===== src/rtl/exc_sequencer.sv =====
// rtl/exc_sequencer.sv - M-stage exception/interrupt/eret sequencer beside CP0
//
// Synchronizes the raw device interrupt lines into CP0 HWInt, selects at most
// one event per cycle (interrupt > exception > eret), drives the CP0 update
// inputs, then holds a fixed-length pipeline flush with a single PC redirect.
//
// Ports:
//   clk, reset          clock, synchronous active-high reset
//   hw_irq[5:0]         raw asynchronous device interrupt lines
//   m_valid/m_pc/m_bd   M-stage instruction valid, PC, delay-slot flag
//   m_exc/m_exc_code    M-stage exception flag and ExcCode
//   m_eret              M-stage instruction is eret
//   cp0_int_req         CP0 IntReq (already masked)
//   cp0_epc             CP0 EPC
//   hwint[5:0]          synchronized interrupt lines to CP0 HWInt
//   exl_set/exl_clr     CP0 EXLSet / EXLClr
//   exc_code/exc_pc/exc_bd  CP0 ExcCode / PC / BD inputs
//   flush               kill F/D/E/M pipeline registers
//   redirect/redirect_pc    load redirect_pc into the PC
//   busy                sequencer is flushing
module exc_sequencer #(
    parameter logic [31:0] HANDLER_ADDR = 32'h0000_4180,
    parameter int unsigned FLUSH_CYCLES = 2
) (
    input  logic        clk,
    input  logic        reset,
    input  logic [5:0]  hw_irq,
    input  logic        m_valid,
    input  logic [31:0] m_pc,
    input  logic        m_bd,
    input  logic        m_exc,
    input  logic [4:0]  m_exc_code,
    input  logic        m_eret,
    input  logic        cp0_int_req,
    input  logic [31:0] cp0_epc,
    output logic [5:0]  hwint,
    output logic        exl_set,
    output logic        exl_clr,
    output logic [4:0]  exc_code,
    output logic [31:0] exc_pc,
    output logic        exc_bd,
    output logic        flush,
    output logic        redirect,
    output logic [31:0] redirect_pc,
    output logic        busy
);

    typedef enum logic {
        S_IDLE  = 1'b0,
        S_FLUSH = 1'b1
    } state_t;

    localparam logic [3:0] FLUSH_LOAD = 4'(FLUSH_CYCLES);

    state_t     state_q;
    logic [3:0] cnt_q;
    logic [5:0] sync1_q;
    logic [5:0] sync2_q;

    logic idle;
    logic take_irq;
    logic take_exc;
    logic take_eret;
    logic take;

    // Reset gates the take decision so a reset cycle never produces take outputs.
    assign idle      = (state_q == S_IDLE) && !reset;
    assign take_irq  = idle && m_valid && cp0_int_req;
    // A simultaneous interrupt wins; the excepting instruction is flushed and re-executes later.
    assign take_exc  = idle && m_valid && m_exc && !cp0_int_req;
    assign take_eret = idle && m_valid && m_eret && !m_exc && !cp0_int_req;
    assign take      = take_irq || take_exc || take_eret;

    always_ff @(posedge clk) begin
        if (reset) begin
            state_q <= S_IDLE;
            cnt_q   <= 4'd0;
            sync1_q <= 6'd0;
            sync2_q <= 6'd0;
        end else begin
            sync1_q <= hw_irq;
            sync2_q <= sync1_q;
            case (state_q)
                S_IDLE: begin
                    if (take) begin
                        state_q <= S_FLUSH;
                        cnt_q   <= FLUSH_LOAD;
                    end
                end
                S_FLUSH: begin
                    // The cycle that sees a count of 1 is the last flushing cycle.
                    if (cnt_q <= 4'd1) begin
                        state_q <= S_IDLE;
                        cnt_q   <= 4'd0;
                    end else begin
                        cnt_q <= cnt_q - 4'd1;
                    end
                end
                default: begin
                    state_q <= S_IDLE;
                    cnt_q   <= 4'd0;
                end
            endcase
        end
    end

    assign hwint = sync2_q;

    always_comb begin
        exl_set     = 1'b0;
        exl_clr     = 1'b0;
        exc_code    = 5'd0;
        exc_pc      = 32'd0;
        exc_bd      = 1'b0;
        redirect    = take;
        redirect_pc = HANDLER_ADDR;
        busy        = (state_q == S_FLUSH) && !reset;
        flush       = take || busy;

        if (take_irq || take_exc) begin
            exc_pc = m_pc;
            exc_bd = m_bd;
        end
        if (take_exc) begin
            exl_set  = 1'b1;
            exc_code = m_exc_code;
        end
        if (take_eret) begin
            exl_clr     = 1'b1;
            redirect_pc = cp0_epc;
        end
    end

endmodule


===== config.mk =====
export PLATFORM = sky130hd
export DESIGN_NAME = exc_sequencer
export DESIGN_NICKNAME = d
export VERILOG_FILES = /design/src/rtl/exc_sequencer.sv
export SDC_FILE = /design/constraint.sdc
export NUM_CORES = 1
export LEC_CHECK = 0
export CORE_ASPECT_RATIO = 1.75
export CORE_MARGIN = 10
export CORE_UTILIZATION = 26
export DETAILED_ROUTE_END_ITERATION = 8
export HOLD_SLACK_MARGIN = 0.12
export PLACE_DENSITY = 0.86
export SLEW_MARGIN = 5
export SYNTH_ARGS = -nofsm -noshare
export SYNTH_HDL_FRONTEND = slang
export SYNTH_SLANG_ARGS = --single-unit
export TNS_END_PERCENT = 5

===== constraint.sdc =====
create_clock -name clk -period 3.6 [get_ports clk]
set_clock_uncertainty 0.15 [all_clocks]
set_input_delay 0.72 -clock clk [delete_from_list [all_inputs] [get_ports clk]]
set_output_delay 0.72 -clock clk [all_outputs]
set_load 0.01 [all_outputs]

# == Word level (Yosys, flattened, before mapping) ==
# Cells that the tools add are included.
# totals
ff_bits,17
elab_cells,35
# classes
addsub,1
n_lt_le_gt_ge,1
n_eq_ne,1
n_mux,12
n_bitwise,1
n_reduce_logical,15
# ops
operator,n
2-to-1 mux 32 bit,2
logical AND 1 bit,9
2-to-1 mux 4 bit,2
one-hot mux 4 bit (2 select lines),1
2-to-1 mux 1 bit,5
2-to-1 mux 5 bit,1
<= comparator 4 x 1 -> 1 bit (second input constant),1
subtractor 4 x 1 -> 4 bit (second input constant),1
zero test 1 bit,3
logical OR 1 bit,3
inequality test 2 bit (second input constant),1
one-hot mux 1 bit (2 select lines),1
NOT 1 bit,1

# == Depth between registers and ports, before layout ==
# logic_depth
ltp_word,9
ltp_mapped,5

# == Worst setup path after synthesis ==
# OpenSTA, ideal clock, no wires.
# synth_timing
kind,input to output
from,input port reset
to,output port exc_code[0]
t_arrival_ns,1.754
required_time_ns,2.730
path_slack_ns,0.976
cell_stages,4
n_path_buf,1
cell_sequence,buf_2 or3b_4 nor3b_4 and2_1
# synth_via
elab_chain_cells,6
# synth_rtl
item,line_no,rtl
from (decl),26,"input logic reset,"
zero test 1 bit,67,assign idle = (state_q == S_IDLE) && !reset;
logical AND 1 bit,67,
logical AND 1 bit (3 in series),70,assign take_exc = idle && m_valid && m_exc && !cp0_int_req;
2-to-1 mux 5 bit,124,if (take_exc) begin
to (decl),39,"output logic [4:0] exc_code,"
# Every way passes these cells.

# == Worst setup path after layout ==
# layout_timing
from,input port m_valid
to,output port exc_pc[21]
# layout_via
elab_chain_cells,5
# layout_rtl
item,line_no,rtl
from (decl),28,"input logic m_valid,"
logical AND 1 bit *,"68, 70",
logical AND 1 bit (2 in series),70,
logical OR 1 bit *,120,if (take_irq || take_exc) begin
2-to-1 mux 32 bit *,120,
to (decl),40,"output logic [31:0] exc_pc,"
# Mark *: on every way between the ends. The rest lies on a longest branch, timed or not.

==> summary.md <==
| Metric | Value |
|---|---|
| Status | finished clean |
| Post-Synthesis Net Count | between 200 and 250 |
| Main combinational cell family by area after synthesis | simple AND/OR/NAND/NOR gates |
| Tot GR Track Use | 0.135 |
| HPWL Detailed | between 5000 and 6000 um |
| Vias in the first global route | about 1.6k |
| Syn_area_per_cell | 8.23 um2 |
| P_leak | between 0.001 and 0.0015 uW |
| Slew @ Worst Pin | about 0.56 ns |
| Post-synth top area share | 0.289 |
| First-pass GRT wire length | approximately 8500 um |
| Crit start category | input pin |
| Clock slew at reported path FFs | approximately 0.060 ns |
| Die ar. | slightly below 0.008 mm2 |
| Fin nets | 388 |
| Ys flop type | dfxtp_1 |
| Netlist Area Pre-Place | 0.00118 mm2 |
| Num CTS Buffers | 3 |
| Commonest cells post-synth | and2_1 (52), dfxtp_1 (17), and2_2 (15), nor2b_1 (10) |
| Sw Share | 0.228 |
| Share of cells above drive strength 1 | 0.0825 |
| NetSw | 122 uW |
| Ranking of synthesized cells by area | dfxtp_1 (29%), and2_1 (28%), and2_2 (9.6%) |
| Core ar. | 0.00440 mm2 |
| Antenna Violating Nets Remaining | 0 |
| CTS tree | yes |
| Initial antenna violation count | 0 |
| Max Cap Violations | 0 |
| Io pins | between 150 and 200 |
| Post-CTS Setup Repair Bufs | 0 |
| Xor/xnor share of the synthesized area | 0.00744 |
| # DRC | 0 |
| Crit. End Element | primary output |
| Hold buffer count at cts | 0 |
| IO Port Bufs | between 150 and 200 |
| Setup ws final | 0.134 ns |
| Post-synthesis mux area share | 0 |
| Die Ht | roughly 110 um |
| # setup viols final | 0 |
| H-Tree Depth | 1 |
| Adder-cell area share of the yosys netlist | 0.0213 |
| Critical path peak fanout | 33 |
| CTS-repair resized insts | 0 |
| Clock period minus worst slack | 3.47 ns |
| Layout area overhead | 145% |
| Synth warnings | 0 |
| Ant diodes | 0 |
| EDFF count, synth | 0 |
| Post-synthesis sequential area ratio | 0.289 |
| Sink Count | 17 |
| Flop pwr share | 0.376 |
| DRT Pass-1 Iters | 4 |
| DR iter-0 viols | 54 |
| Vias per inst | between 4 and 5 |
| Remaining Overflow, GRT | 0 |
| Logic gate share of total power | 0.370 |
| Total number of vias | ~1.5k |
| Hold Fails Final Rpt | 0 |
| Synth Area in Compound Gates | 0.0670 |
| Clock network fraction of total power | 0.255 |
| Yosys top cell by area | dfxtp_1 |
| RSZ-0062 raised after global routing | false |
| Yosys reg bits | 17 |
| Setup WS pre-CTS | about 0.12 ns |
| Final GP Congestion | ~0.86 |
| WP data required | ~2.7 ns |
| Worst slew margin | 0.623 |
| Clock latency on the worst-skew pair | ~0.25 ns |
| Total power | around 540 uW |
| Min-delay worst type | flip-flop to flip-flop |
| Internal Dissipation | a little over 400 uW |
| Starting Density | 0.267 |
| Top-count cell post-synth | and2_1 |
| Fillers | approximately 360 |
| Worst VDD drop | roughly 0.24 mV |
| Final Cycle Share | 0.963 |
| Distinct cells, synth | 27 |
| Reg2Reg Setup Slack | between 2 and 2.5 ns |
| Die Width | 70.9 um |
| Ys async rst share | 0 |
| Max Clk Rate | 288 MHz |
| Setup TNS | 0 ns |
| Site Rows | 32 |
| Mapped Cells | 143 |
| Post-Route WL | 5670 um |
| Pwr/cell area | approximately 190 mW/mm2 |
| Slew Viols, Final | 0 |
| Clk buf depth | 2 |
| Critical setup path kind | input pin to primary output |
| Routed wire length per instance | about 16 um |
| Synth Area in Simple Gates | 0.543 |
| Crit path DAT | between 2 and 3 ns |
| Clk root buf | clkbuf_8 |
| Largest net degree at the start of global routing | 34 |
[critical path, cell delays in order]
cell,delay (ns)
clkdlybuf4s50_1,0.48
or3b_4,0.42
nor2_4,0.11
buf_12,0.16
and2_2,0.15
clkdlybuf4s50_1,0.55
[worst paths after layout]
kind                    from         end  cells past startpoint
setup reg to reg    cnt_q[0]    cnt_q[1]                      5
hold / removal    sync1_q[3]    hwint[3]                      1
setup / recovery     m_valid  exc_pc[21]                      6
hold reg to reg   sync1_q[3]    hwint[3]                      1
[state kept, by name (all words and copies together), names as in the netlist]
signal   flops
state_q      1
sync1_q      6
hwint        6
cnt_q        4
[placed cells by master, fill, tap and decap left out, drive strengths merged]
cell type / instances
nand4b: 1
and2: 67
nand3: 2
buf: 3
nor3: 1
nor2b: 10
and2b: 3
nor3b: 2
clkdlybuf4s50: 162
o21ai: 3
nand2: 1
dfxtp: 17
o31ai: 5
and3: 1
ha: 2
clkbuf: 3
clkinv: 1
nor2: 5
inv: 5
or3b: 1
a221oi: 1
xnor2: 1
a21oi: 2
o211ai: 1
nand2b: 3
[layout make-up]
cell class	instances	area (um2)	area share
Timing Repair Buffer	165	1670	0.577
Multi-Input combinational cell	112	752	0.260
Sequential cell	17	340	0.118
Tap cell	51	63.8	0.0221
Clock buffer	3	41.3	0.0143
Inverter	5	18.8	0.00649
Clock inverter	1	5.00	0.00173
[power groups by stage]
| stage | logic (uW) | registers, uW | clock network (uW) |
|---|---|---|---|
| 2_1_floorplan | 60.7 | 205 | 0 |
| 3_3_place_gp | 196 | 205 | 0 |
| 3_5_place_dp | 200 | 205 | 0 |
| 4_1_cts | 201 | 201 | 142 |
| 5_1_grt | 214 | 202 | 150 |
| 6_report | 198 | 201 | 136 |
[logic make-up after synthesis]
kind of cell / Yosys count
AND/OR/NAND/NOR: 97
XOR/XNOR: 1
buffers and inverters: 14
AO/OA/AOI/OAI: 12
adder cells (fa/ha/maj): 2
flip-flops: 17
[routing by layer]
metal | vias up | GRT usage | part of all wire
met4 | 0 | 0.0292 | 0.0081
met2 | 104 | 0.241 | 0.51
met1 | 640 | 0.136 | 0.35
li1 | 767 | - | -
met5 | - | 0 | 0
met3 | 5 | 0.0710 | 0.13
[per-stage QoR]
stage	instance area (um2)	instances	utilization	hold WS, ns
2_1_floorplan	1180	143	-	0.261
3_3_place_gp	2840	350	0.646	0.266
3_5_place_dp	2840	350	0.646	0.270
4_1_cts	2890	354	0.656	0.289
5_1_grt	2890	354	0.656	0.306
6_report	2890	354	0.656	0.284
No activity file was read; power rests on OpenSTA's default activity.
